$ cat src/rtl/ad9833_pkg.sv
// Shared state encoding, control word and frequency arithmetic for the AD9833 sweep sequencer.
package ad9833_pkg;

    localparam int          FREQ_W            = 28;
    localparam logic [15:0] AD9833_CTRL_FREQ0 = 16'h2000;

    typedef enum logic [2:0] {
        ST_IDLE,
        ST_SEND,
        ST_WAIT_DONE,
        ST_DWELL,
        ST_NEXT
    } state_t;

    // Frequency words wrap modulo 2^28 in either direction.
    function automatic logic [FREQ_W-1:0] freq_add(
        input logic [FREQ_W-1:0] base,
        input logic [FREQ_W-1:0] delta,
        input logic              down
    );
        freq_add = down ? (base - delta) : (base + delta);
    endfunction

endpackage

$ cat src/rtl/ad9833_dwell_timer.sv
// Dwell hold counter: load arms max(load_val,1) counting cycles; expired flags the last one.
// Load takes effect on the next edge; count only advances while the owner holds it high.
module ad9833_dwell_timer #(
    parameter int DWELL_W = 32
) (
    input  logic               clk,
    input  logic               rst_n,
    input  logic               load,
    input  logic [DWELL_W-1:0] load_val,
    input  logic               count,
    output logic               expired
);

    logic [DWELL_W-1:0] cnt;

    always_ff @(posedge clk or negedge rst_n) begin
        if (!rst_n) begin
            cnt <= '0;
        end else if (load) begin
            cnt <= (load_val == '0) ? DWELL_W'(1) : load_val;
        end else if (count && (cnt != '0)) begin
            cnt <= cnt - DWELL_W'(1);
        end
    end

    assign expired = (cnt <= DWELL_W'(1));

endmodule

$ cat src/rtl/ad9833_sweep_seq.sv
// Steps the AD9833 FREQ0 word from f_start by f_step, one serial frame per step, dwelling between frames.
// go is held from SEND entry until good_to_reset_go; AD9833_SWEEP_BIDIR_EN turns the one-shot sweep into a continuous up/down sweep.
module ad9833_sweep_seq
    import ad9833_pkg::*;
#(
    parameter int DWELL_W = 32,
    parameter int STEP_W  = 16
) (
    input  logic               clk,
    input  logic               rst_n,
    input  logic               start,
    input  logic               stop,
    input  logic [27:0]        f_start,
    input  logic [27:0]        f_step,
    input  logic [STEP_W-1:0]  n_steps,
    input  logic [DWELL_W-1:0] dwell,
    output logic               go,
    output logic [15:0]        control,
    output logic [27:0]        freq,
    input  logic               good_to_reset_go,
    input  logic               send_complete,
    output logic               busy,
    output logic               done,
    output logic [STEP_W-1:0]  step_idx
);

    state_t             state;
    state_t             state_nxt;
    logic [27:0]        f_step_q;
    logic [STEP_W-1:0]  n_steps_q;
    logic [DWELL_W-1:0] dwell_q;
    logic               abort_q;
    logic               abort_set;
    logic               launch;
    logic               step_up;
    logic               step_dn;
    logic               tmr_load;
    logic               tmr_expired;
`ifdef AD9833_SWEEP_BIDIR_EN
    logic               dir_down;
`endif

    ad9833_dwell_timer #(
        .DWELL_W (DWELL_W)
    ) u_dwell_timer (
        .clk      (clk),
        .rst_n    (rst_n),
        .load     (tmr_load),
        .load_val (dwell_q),
        .count    (state == ST_DWELL),
        .expired  (tmr_expired)
    );

    always_comb begin
        state_nxt = state;
        go        = 1'b0;
        done      = 1'b0;
        launch    = 1'b0;
        abort_set = 1'b0;
        step_up   = 1'b0;
        step_dn   = 1'b0;
        tmr_load  = 1'b0;
        case (state)
            ST_IDLE: begin
                if (start && !stop) begin
                    launch    = 1'b1;
                    state_nxt = ST_SEND;
                end
            end
            ST_SEND: begin
                // A frame in flight is never withdrawn; stop only takes effect after it completes.
                go        = 1'b1;
                abort_set = stop;
                if (good_to_reset_go) state_nxt = ST_WAIT_DONE;
            end
            ST_WAIT_DONE: begin
                abort_set = stop;
                if (send_complete) begin
                    if (abort_q || stop) begin
                        state_nxt = ST_IDLE;
                    end else begin
                        tmr_load  = 1'b1;
                        state_nxt = ST_DWELL;
                    end
                end
            end
            ST_DWELL: begin
                if (stop)             state_nxt = ST_IDLE;
                else if (tmr_expired) state_nxt = ST_NEXT;
            end
            ST_NEXT: begin
                if (stop) begin
                    state_nxt = ST_IDLE;
                end else begin
`ifdef AD9833_SWEEP_BIDIR_EN
                    // Reflect at both ends; a zero-length sweep just resends f_start.
                    state_nxt = ST_SEND;
                    if (n_steps_q != '0) begin
                        if (!dir_down) begin
                            if (step_idx < n_steps_q) step_up = 1'b1;
                            else                      step_dn = 1'b1;
                        end else begin
                            if (step_idx != '0) step_dn = 1'b1;
                            else                step_up = 1'b1;
                        end
                    end
`else
                    if (step_idx < n_steps_q) begin
                        step_up   = 1'b1;
                        state_nxt = ST_SEND;
                    end else begin
                        done      = 1'b1;
                        state_nxt = ST_IDLE;
                    end
`endif
                end
            end
            default: state_nxt = ST_IDLE;
        endcase
    end

    always_ff @(posedge clk or negedge rst_n) begin
        if (!rst_n) begin
            state     <= ST_IDLE;
            freq      <= '0;
            step_idx  <= '0;
            f_step_q  <= '0;
            n_steps_q <= '0;
            dwell_q   <= '0;
            abort_q   <= 1'b0;
        end else begin
            state <= state_nxt;
            if (state == ST_IDLE)  abort_q <= 1'b0;
            else if (abort_set)    abort_q <= 1'b1;
            if (launch) begin
                freq      <= f_start;
                step_idx  <= '0;
                f_step_q  <= f_step;
                n_steps_q <= n_steps;
                dwell_q   <= dwell;
            end else if (step_up) begin
                freq     <= freq_add(freq, f_step_q, 1'b0);
                step_idx <= step_idx + STEP_W'(1);
            end else if (step_dn) begin
                freq     <= freq_add(freq, f_step_q, 1'b1);
                step_idx <= step_idx - STEP_W'(1);
            end
        end
    end

`ifdef AD9833_SWEEP_BIDIR_EN
    always_ff @(posedge clk or negedge rst_n) begin
        if (!rst_n)                  dir_down <= 1'b0;
        else if (launch)             dir_down <= 1'b0;
        else if (step_up || step_dn) dir_down <= step_dn;
    end
`endif

    assign busy    = (state != ST_IDLE);
    assign control = AD9833_CTRL_FREQ0;

endmodule

$ cat config.mk
export PLATFORM = sky130hd
export DESIGN_NAME = ad9833_sweep_seq
export DESIGN_NICKNAME = d
export VERILOG_FILES = /design/src/rtl/ad9833_pkg.sv /design/src/rtl/ad9833_dwell_timer.sv /design/src/rtl/ad9833_sweep_seq.sv
export SDC_FILE = /design/constraint.sdc
export NUM_CORES = 1
export LEC_CHECK = 0
export CAP_MARGIN = 20
export CORE_AREA = 2 2 129 131
export CTS_CLUSTER_DIAMETER = 50
export DETAILED_ROUTE_END_ITERATION = 6
export DIE_AREA = 0 0 131 133
export PLACE_DENSITY = 0.89
export SLEW_MARGIN = 20
export SYNTH_ARGS = -nofsm -noshare
export SYNTH_HDL_FRONTEND = slang
export SYNTH_SLANG_ARGS = --single-unit
$ cat constraint.sdc
create_clock -name clk -period 4.8 [get_ports clk]
set_input_delay 0.48 -clock clk [delete_from_list [all_inputs] [get_ports clk]]
set_output_delay 0.48 -clock clk [all_outputs]
set_load 0.01 [all_outputs]
; ---- Word-level counts from Yosys, hierarchy flattened
; Index checks and enable logic that the tools add are counted.
[op_classes]
n_addsub = 3
mul = 0
div_mod_pow = 0
magnitude_cmp = 2
eq_ne = 8
shift = 0
muxes = 31
n_bitwise = 0
n_reduce_logical = 13
[op_table]
columns = operator, count
row1 = $mux 32, 3
row2 = $mux 28, 2
row3 = $le 32x1->1 const B, 1
row4 = $logic_not 32->1, 1
row5 = $mux 16, 2
row6 = $reduce_bool 32->1, 1
row7 = $sub 32x1->32 const B, 1
row8 = $add 28x28->28, 1
row9 = $mux 1, 17
row10 = $add 16x1->16 const B, 1
row11 = $lt 16x16->1, 1
row12 = $mux 3, 5
row13 = $pmux 3 s5, 1
row14 = $eq 3x2->1 const B, 2
row15 = $ne 2x2->1 const B, 3
row16 = $reduce_bool 2->1, 3
row17 = $reduce_and 4->1, 1
row18 = $eq 3x1->1 const B, 1
row19 = $eq 3x3->1 const B, 1
row20 = $logic_not 3->1, 1
row21 = $ne 3x3->1 const B, 1
row22 = $reduce_bool 3->1, 1
row23 = $logic_and 1x1->1, 2
row24 = $mux 2, 1
row25 = 3 further kinds, 3
[word_totals]
regBits = 156
latchBits = 0
ramBits = 0
romBits = 0
output_inout_bits = 63
word_cells = 65
mem_count = 0

; ---- Logic depth before layout (Yosys ltp)
; Gate-level depths: netlist of the first run.
[depth]
ltp_word = 6
depth_mapped = 13
mapped_depth_nobuf = 11

; ---- Modules after synthesis
; A second synthesis of the first run with hierarchy kept.
[hier_totals]
hier_cells = 1032
area_unflattened_um2 = 8966.1
[by_module_without_submodules]
columns = mod, n_inst, cells_each, area_each_um2, seq_area_each_um2
row1 = ad9833_sweep_seq, 1, 780, 6794.0, 3103.0
row2 = ad9833_dwell_timer, 1, 252, 2172.1, 800.8

; ---- Least setup slack after synthesis of the first run
; OpenSTA, ideal clock, no wires.
[synth_path]
path_kind = register -> register
from = register freq[9]
to = register freq[27]
t_arrival_ns = 2.590
required_time_ns = 4.676
slack_ns = 2.086
path_stages_with_launch = 11
path_buffers = 0
cell_sequence = dfrtp_1 > ha_1 > a21oi_1 > o22ai_1 > or3b_2 > o21ai_0 > nand2_1 > a31o_2 > a31oi_1 > mux2i_1 > nand2_1
[synth_via]
elab_chain_len = 3
[synth_lines]
columns = element, line_no
row1 = "start, declared", ad9833_sweep_seq.sv:19  ; output logic [27:0] freq,
row2 = "start signal, assigned", ad9833_sweep_seq.sv:136  ; freq <= f_start;
row3 = "start signal, assigned", ad9833_sweep_seq.sv:142  ; freq <= freq_add(freq, f_step_q, 1'b0);
row4 = "start signal, assigned", ad9833_sweep_seq.sv:145  ; freq <= freq_add(freq, f_step_q, 1'b1);
row5 = $add 28x28->28, -
row6 = $mux 28, ad9833_sweep_seq.sv:141  ; end else if (step_up) begin
row7 = $mux 28, ad9833_sweep_seq.sv:135  ; if (launch) begin
; No other way between the ends. The select of a mux whose other input is x is not followed.
; A chain may end at the register's enable or synchronous reset.

; ---- Worst setup path in the final report of the first run
[layout_path]
from = register step_idx[2]
to = output done
[layout_via]
elab_chain_len = 4
[layout_lines]
columns = element, line_no
row1 = "start, declared", ad9833_sweep_seq.sv:24  ; output logic [STEP_W-1:0] step_idx
row2 = "start signal, assigned", ad9833_sweep_seq.sv:143  ; step_idx <= step_idx + STEP_W'(1);
row3 = "start signal, assigned", ad9833_sweep_seq.sv:146  ; step_idx <= step_idx - STEP_W'(1);
row4 = $lt 16x16->1, ad9833_sweep_seq.sv:108  ; if (step_idx < n_steps_q) begin
row5 = $mux 1, ad9833_sweep_seq.sv:108
row6 = $mux 1, ad9833_sweep_seq.sv:92  ; if (stop) begin
row7 = $mux 1, ad9833_sweep_seq.sv:63  ; case (state)
row8 = "end, declared", ad9833_sweep_seq.sv:23  ; output logic done,
; No other way between the ends.

==> metrics, run 1 <==
status completed; Row Count 47; fin. max-slew vios 0; ys async rst share between 90% and 100%; post-layout min period between 3000 and 4000 ps; sequential area share after synthesis between 40% and 50%; Chip Width roughly 130 um; Root Driver clkbuf_16; WP data required between 4000 and 5000 ps; Max Freq 318 MHz; Main synth FF type dfrtp_1; Num CTS Buffers 17; R2R depth 9; layout cells sized above 1 roughly 4.6%; GPL Wtd Cong between 0.8 and 0.9; die area ~0.017 sq mm; Die Height around 130 um; Post-CTS Resized 0; Layout Utilization roughly 69%; Syn Inst Count 1076; CP bufs+invs 1; Via density approximately 5.8; Synth Cell Area just under 0.009 sq mm; floorplan core area around 0.016 sq mm; post-route setup TNS 0 ps; YS warnings 0; Worst R2R Setup Slack roughly 1700 ps; first drt pass iteration count 5; worst reg2reg path startpoint u_dwell_timer.cnt[8]; Sw Share approximately two fifths; total power between 7000 and 8000 uW; Psw 2940 uW; most numerous cell in the Yosys netlist nand2_1; Sink Count approximately 160; initial antenna violation count 0; CTS clk-pin slew, worst paths 60 ps; Nets around 1400; Synth area leaders dfrtp_1 44%, nand2_1 11%, ha_1 6.4%; wire per inst 16.4 um; Critical-path top delay cell dfrtp_1; H-tree depth 4; post-synthesis cell type count 69; Worst Path Max Fanout 11; Routed Antenna Nets 0; GRT overflow 0; area leader, netlist dfrtp_1; flops & latches, synth 156; synthesis-to-layout area growth 24.6%; post-route DRC violation count 0; leak pwr just over 0.005 uW; clock skew 10.5 ps; Slew @ Worst Pin 932 ps; Worst path max stage delay just over 500 ps; Max-Cap Viols 0; worst vdd ir 373 uV; Logic pwr share 48.1%; syn_area_per_cell 8.32 sq um; post-synth top area share 43.6%; HPWL Detailed about 17000 um; first-pass GRT wire length 38400 um; IO Port Bufs about 160; starting density of the core a little under three fifths; clk buf depth 2; vias in the first global route between 8000 and 9000; worst min path class input port to asynchronous set/reset pin; DRT iter0 DRCs between 700 and 800; family with the most delay on the worst path compound AO/OA/AOI/OAI gates; clock latency on the worst-skew pair roughly 430 ps; CP Capture Type output pin; pwr/cell area about 630 mW/mm^2; most frequent cells after synthesis 274 x nand2_1, 156 x dfrtp_1, 99 x a21oi_1; Post-synth EDFFs 0; number of top-level pins about 170; Fillers around 1200; RSZ-0062 raised after global routing false; Clk pwr share 17.9%; Reg area a little under 0.004 sq mm; hold slack approximately 48 ps; Finish-stage setup viols 0; Routed WL between 20000 and 25000 um; largest net degree at the start of global routing 87; hold_buf cts 0; GRT Util Overall approximately 28%; Design Area, Final approximately 0.011 sq mm; postcts setup bufs 0; RR Endpoint u_dwell_timer.cnt[3]; crit start category flop; Hold Vio Cnt, Final 0; fin crit share 65.5%; Sequential Power Share around a third; CP Data Arrival Time about 2700 ps; multi-input logic area 0.00467 sq mm; Diodes inserted 0; vias 8351; Setup CP Type flop to output pin; sequence of cells on the critical path ha_1 > a2111oi_0 > o211ai_1 > nand2_1 > and2_1 > nor2b_1 > clkdlybuf4s50_1; area of placed instances ~0.011 sq mm; Pint approximately 4000 uW; slew margin rel. a little under two fifths; CTS tree done
## how the worst max path moves through the flow
stage / startpoint / to / cells after the start
final: step_idx[2] / done / 7
after global routing: freq[0] / freq[24] / 11
after CTS: step_idx[2] / done / 7
after detailed placement: freq[9] / freq[27] / 10
after global placement: freq[0] / freq[24] / 11
after floorplan: freq[9] / freq[27] / 10
## flip-flops by register name (all words and copies together) (netlist names)
name	cells
state	3
f_step_q	28
n_steps_q	16
freq	28
u_dwell_timer.cnt	32
dwell_q	32
step_idx	16
abort_q	1
## cells by family (layout without fill, tap and decap cells)
logic type / after synthesis / in the layout / share of synthesized area [%]
AO/OA/AOI/OAI: 254 / 254 / 17.2
XOR/XNOR: 30 / 30 / 2.94
adder cells (fa/ha/maj): 47 / 47 / 6.65
buffers and inverters: 97 / 229 / 4.85
flip-flops: 156 / 156 / 43.6
multiplexers: 5 / 5 / 0.587
other: 2 / 16 / 0.0839
AND/OR/NAND/NOR: 485 / 485 / 24.1
## worst reg2reg max path, stage by stage (launching register included)
cell and delay (ps):
dfrtp_1 440, or4_1 640, nor4b_4 390, nand3_2 170, nor4_4 350, a211oi_4 230
nor2_2 490, nor2_1 120, nor2_1 120, nor2_1 50
## layout by cell type, fill, tap and decap left out, types with 16 or more instances in the layout
master             n
nor3_1            18
nand2_1          273
nand4_1           16
conb_1            16
clkbuf_16         17
dfrtp_1          156
nor2_1            86
nand3_1           17
o22ai_1           18
ha_1              46
o21ai_0           57
nor4_1            18
clkdlybuf4s50_1  155
inv_1             34
a21oi_1           99
## metrics by stage
stage	setup WS, ps	cells
finish	1660	1442
global route	1460	1442
CTS	1650	1442
detailed placement	1780	1410
global placement	1870	1410
floorplan	2090	1090
## cell type report
| type | count | share of cell area, % |
|---|---|---|
| Multi-Input combinational cell | 837 | 41.9 |
| Sequential cell | 156 | 35.0 |
| Timing Repair Buffer | 163 | 14.6 |
| Clock buffer | 21 | 4.04 |
| Tap cell | 220 | 2.47 |
| Inverter | 34 | 1.14 |
| Clock inverter | 11 | 0.864 |
## power groups by stage
stage | Clock [uW] | Combinational, uW | Sequential [uW]
2_1_floorplan | 0 | 2390 | 2270
3_3_place_gp | 0 | 3190 | 2360
3_5_place_dp | 0 | 3300 | 2390
4_1_cts | 1270 | 3340 | 2370
5_1_grt | 1330 | 3750 | 2450
6_report | 1250 | 3370 | 2380
## routing by layer
metal	global-route usage, %	up-vias	wire [um]
li1	-	3985	-
met1	37.3	3981	10100
met2	44.8	345	11400
met3	5.50	40	1630
met4	10.0	0	503
met5	0	-	0
No activity file was read; power rests on OpenSTA's default activity.
==> inputs of run 2 (changes only) <==
--- a/config.mk
+++ b/config.mk
@@ -6,11 +6,11 @@
 export NUM_CORES = 1
 export LEC_CHECK = 0
 export CAP_MARGIN = 20
-export CORE_AREA = 2 2 129 131
+export CORE_AREA = 2 2 140 142
 export CTS_CLUSTER_DIAMETER = 50
 export DETAILED_ROUTE_END_ITERATION = 6
-export DIE_AREA = 0 0 131 133
-export PLACE_DENSITY = 0.89
+export DIE_AREA = 0 0 142 144
+export PLACE_DENSITY = 0.81
 export SLEW_MARGIN = 20
 export SYNTH_ARGS = -nofsm -noshare
 export SYNTH_HDL_FRONTEND = slang
==> constraint.sdc (replaced) <==
create_clock -name clk -period 2.7 [get_ports clk]
set_input_delay 0.27 -clock clk [delete_from_list [all_inputs] [get_ports clk]]
set_output_delay 0.27 -clock clk [all_outputs]
set_load 0.01 [all_outputs]
==> metrics, run 2 (synthesis results as in run 1) <==
Worst Path Max Fanout 4 (-7); leak pwr 0.00559 uW (+9.4%); synthesis-to-layout area growth 35.9%; pwr/cell area 1190 mW/mm^2 (+90%); post-layout min period around 2700 ps; clock skew 7.99 ps (-2.54 ps); setup ws final 5.23 ps (-1650 ps); starting density of the core 46.9% (-8.4 points); fin crit share 99.8%; worst reg2reg path startpoint f_step_q[0]; GRT overflow 0 (unchanged); pre-CTS setup slack -126 ps (-1900 ps); layout cells sized above 1 12.6% (+8.0 points); number of top-level pins 173 (unchanged); most common cell after layout, fill and taps aside nand2_1; Root Driver clkbuf_16; initial antenna violation count 0 (unchanged); Chip Width 142 um (+8.4%); Max-Cap Viols 0 (unchanged); status completed; Setup crit start f_step_q[0]; IO Port Bufs 156 (unchanged); Nets 1440 (+5.4%); Routed WL 25800 um (+9.1%); GRT Util Overall 24.8% (-3.0 points); GPL Wtd Cong 0.930 (+7.6%); first-pass GRT wire length 40300 um (+5.0%); Via density 5.64 (-2.5%); die area 0.0204 sq mm (+17%); Die Height 144 um (+8.3%); clock latency on the worst-skew pair 420 ps (about the same); slew margin rel. 56.9% (+19 points); Worst path max stage delay 470 ps (-40 ps); HPWL Detailed 18200 um (+9.9%); CTS clk-pin slew, worst paths 60 ps (about the same); Row Count 51 (+8.5%); Sink Count 156 (unchanged); CP Data Arrival Time 3040 ps (+380 ps); Setup CP Type flop to flop; Critical-path top delay cell a2111oi_4; Hold Vio Cnt, Final 0 (unchanged); highest-count cells in the layout ignoring fill and taps 272 x nand2_1, 155 x dfrtp_1, 154 x clkdlybuf4s50_1, 91 x a21oi_1, 85 x nor2_1; fin. max-slew vios 0 (unchanged); vias in the first global route 8284 (+3.4%); family with the most delay on the worst path compound AO/OA/AOI/OAI gates; CTS tree done; floorplan core area 0.0191 sq mm (+18%); CP Capture Type flop; H-tree depth 4 (unchanged); first drt pass iteration count 5 (unchanged); worst min path class input port to flop; Num CTS Buffers 17 (unchanged); vias 8663 (+3.7%); largest registers dwell_q: 32 flops, u_dwell_timer.cnt: 32 flops; Finish-stage setup viols 0 (unchanged); most used cell, CP a21oi_1; clk buf depth 2 (unchanged); wire per inst 16.8 um (+2.5%); largest net degree at the start of global routing 87 (unchanged); HP Start dwell[4]; post-route DRC violation count 0 (unchanged); sequence of cells on the critical path ha_4 > fa_2 > a21oi_2 > nand4b_1 > a2111oi_4 > o31ai_2 > a31o_2 > o221ai_2 > buf_4 > mux2i_1 > a21oi_1 > a21oi_1; worst vdd ir 626 uV (+68%); crit start category flop; CP bufs+invs 1 (unchanged); DRT iter0 DRCs 634 (-13%); RSZ-0062 raised after global routing true; total power 14500 uW (+110%); WP data required 3040 ps (-1280 ps); Max Freq around 370 MHz; Slew @ Worst Pin 646 ps (-286 ps); Routed Antenna Nets 0 (unchanged)
## run 2: changes by cell type in the layout (fill, tap and decap cells not counted), moves of 4 or more
cell       delta
buf_4        +69
a21oi_1       -8
a21oi_2       +6
bufinv_16     +6
ha_1          -5
a211oi_1      -4
buf_12        +4
ha_4          +4
## run 2: worst paths after layout
| kind | endpoint | slack, ps | cells past startpoint |
|---|---|---|---|
| min | dwell_q[4] | 370 | 3 |
| max in group asynchronous | f_step_q[14] | 1370 | 3 |
| min reg2reg | n_steps_q[0] | 480 | 2 |
| max | freq[24] | 5 | 12 |
| min in group asynchronous | n_steps_q[9] | 430 | 2 |
| max reg2reg | freq[24] | 5 | 12 |
## run 2: final cells by class
cell class,instances,area (sq um)
clock buffer,21,450
inverter,34,128
clock inverter,11,239
timing repair buffer,237,2230
multi-input combinational,837,4900
tap,238,298
fill,1522,6920
sequential,156,3910
antenna,1,2.50
## run 2: through the flow
stage	std cells	hold WS [ps]	util, %	cell area (sq um)	setup TNS, ps
2_1_floorplan	1090	-25.6	-	9000	0
3_3_place_gp	1494	313	58.6	11200	-80.4
3_5_place_dp	1494	317	58.6	11200	-348
4_1_cts	1527	363	62.4	11900	-8.56
5_1_grt	1534	366	63.7	12200	-155
6_report	1535	375	63.7	12200	0
## run 2: repair_timing
item	in CTS	in global routing
endpoints found under the setup margin	8	45
hold buffers	1	0
gates resized for setup	12	39
pin swaps	0	21
setup buffers	0	7
endpoints found under the hold margin	65	0
## run 2: per-layer routing
layer | GRT usage, % | routed length [um]
met1 | 31.9 | 10800
met3 | 5.70 | 1910
met4 | 7.95 | 621
met2 | 41.8 | 12400
met5 | 0 | 0
## run 2: power by group
group          leakage, uW  switching [uW]  internal, uW  total, uW
logic              0.00330            3930          3510       7440
clock network     0.000327             973          1850       2830
registers          0.00196             904          3320       4230
## run 2: worst register-to-register path, stage by stage (launching register included)
cell and delay (ps):
dfrtp_1 410, ha_4 170, fa_2 220, a21oi_2 70, nand4b_1 270, a2111oi_4 470, o31ai_2 110, a31o_2 230
o221ai_2 130, buf_4 160, mux2i_1 190, a21oi_1 80, a21oi_1 120
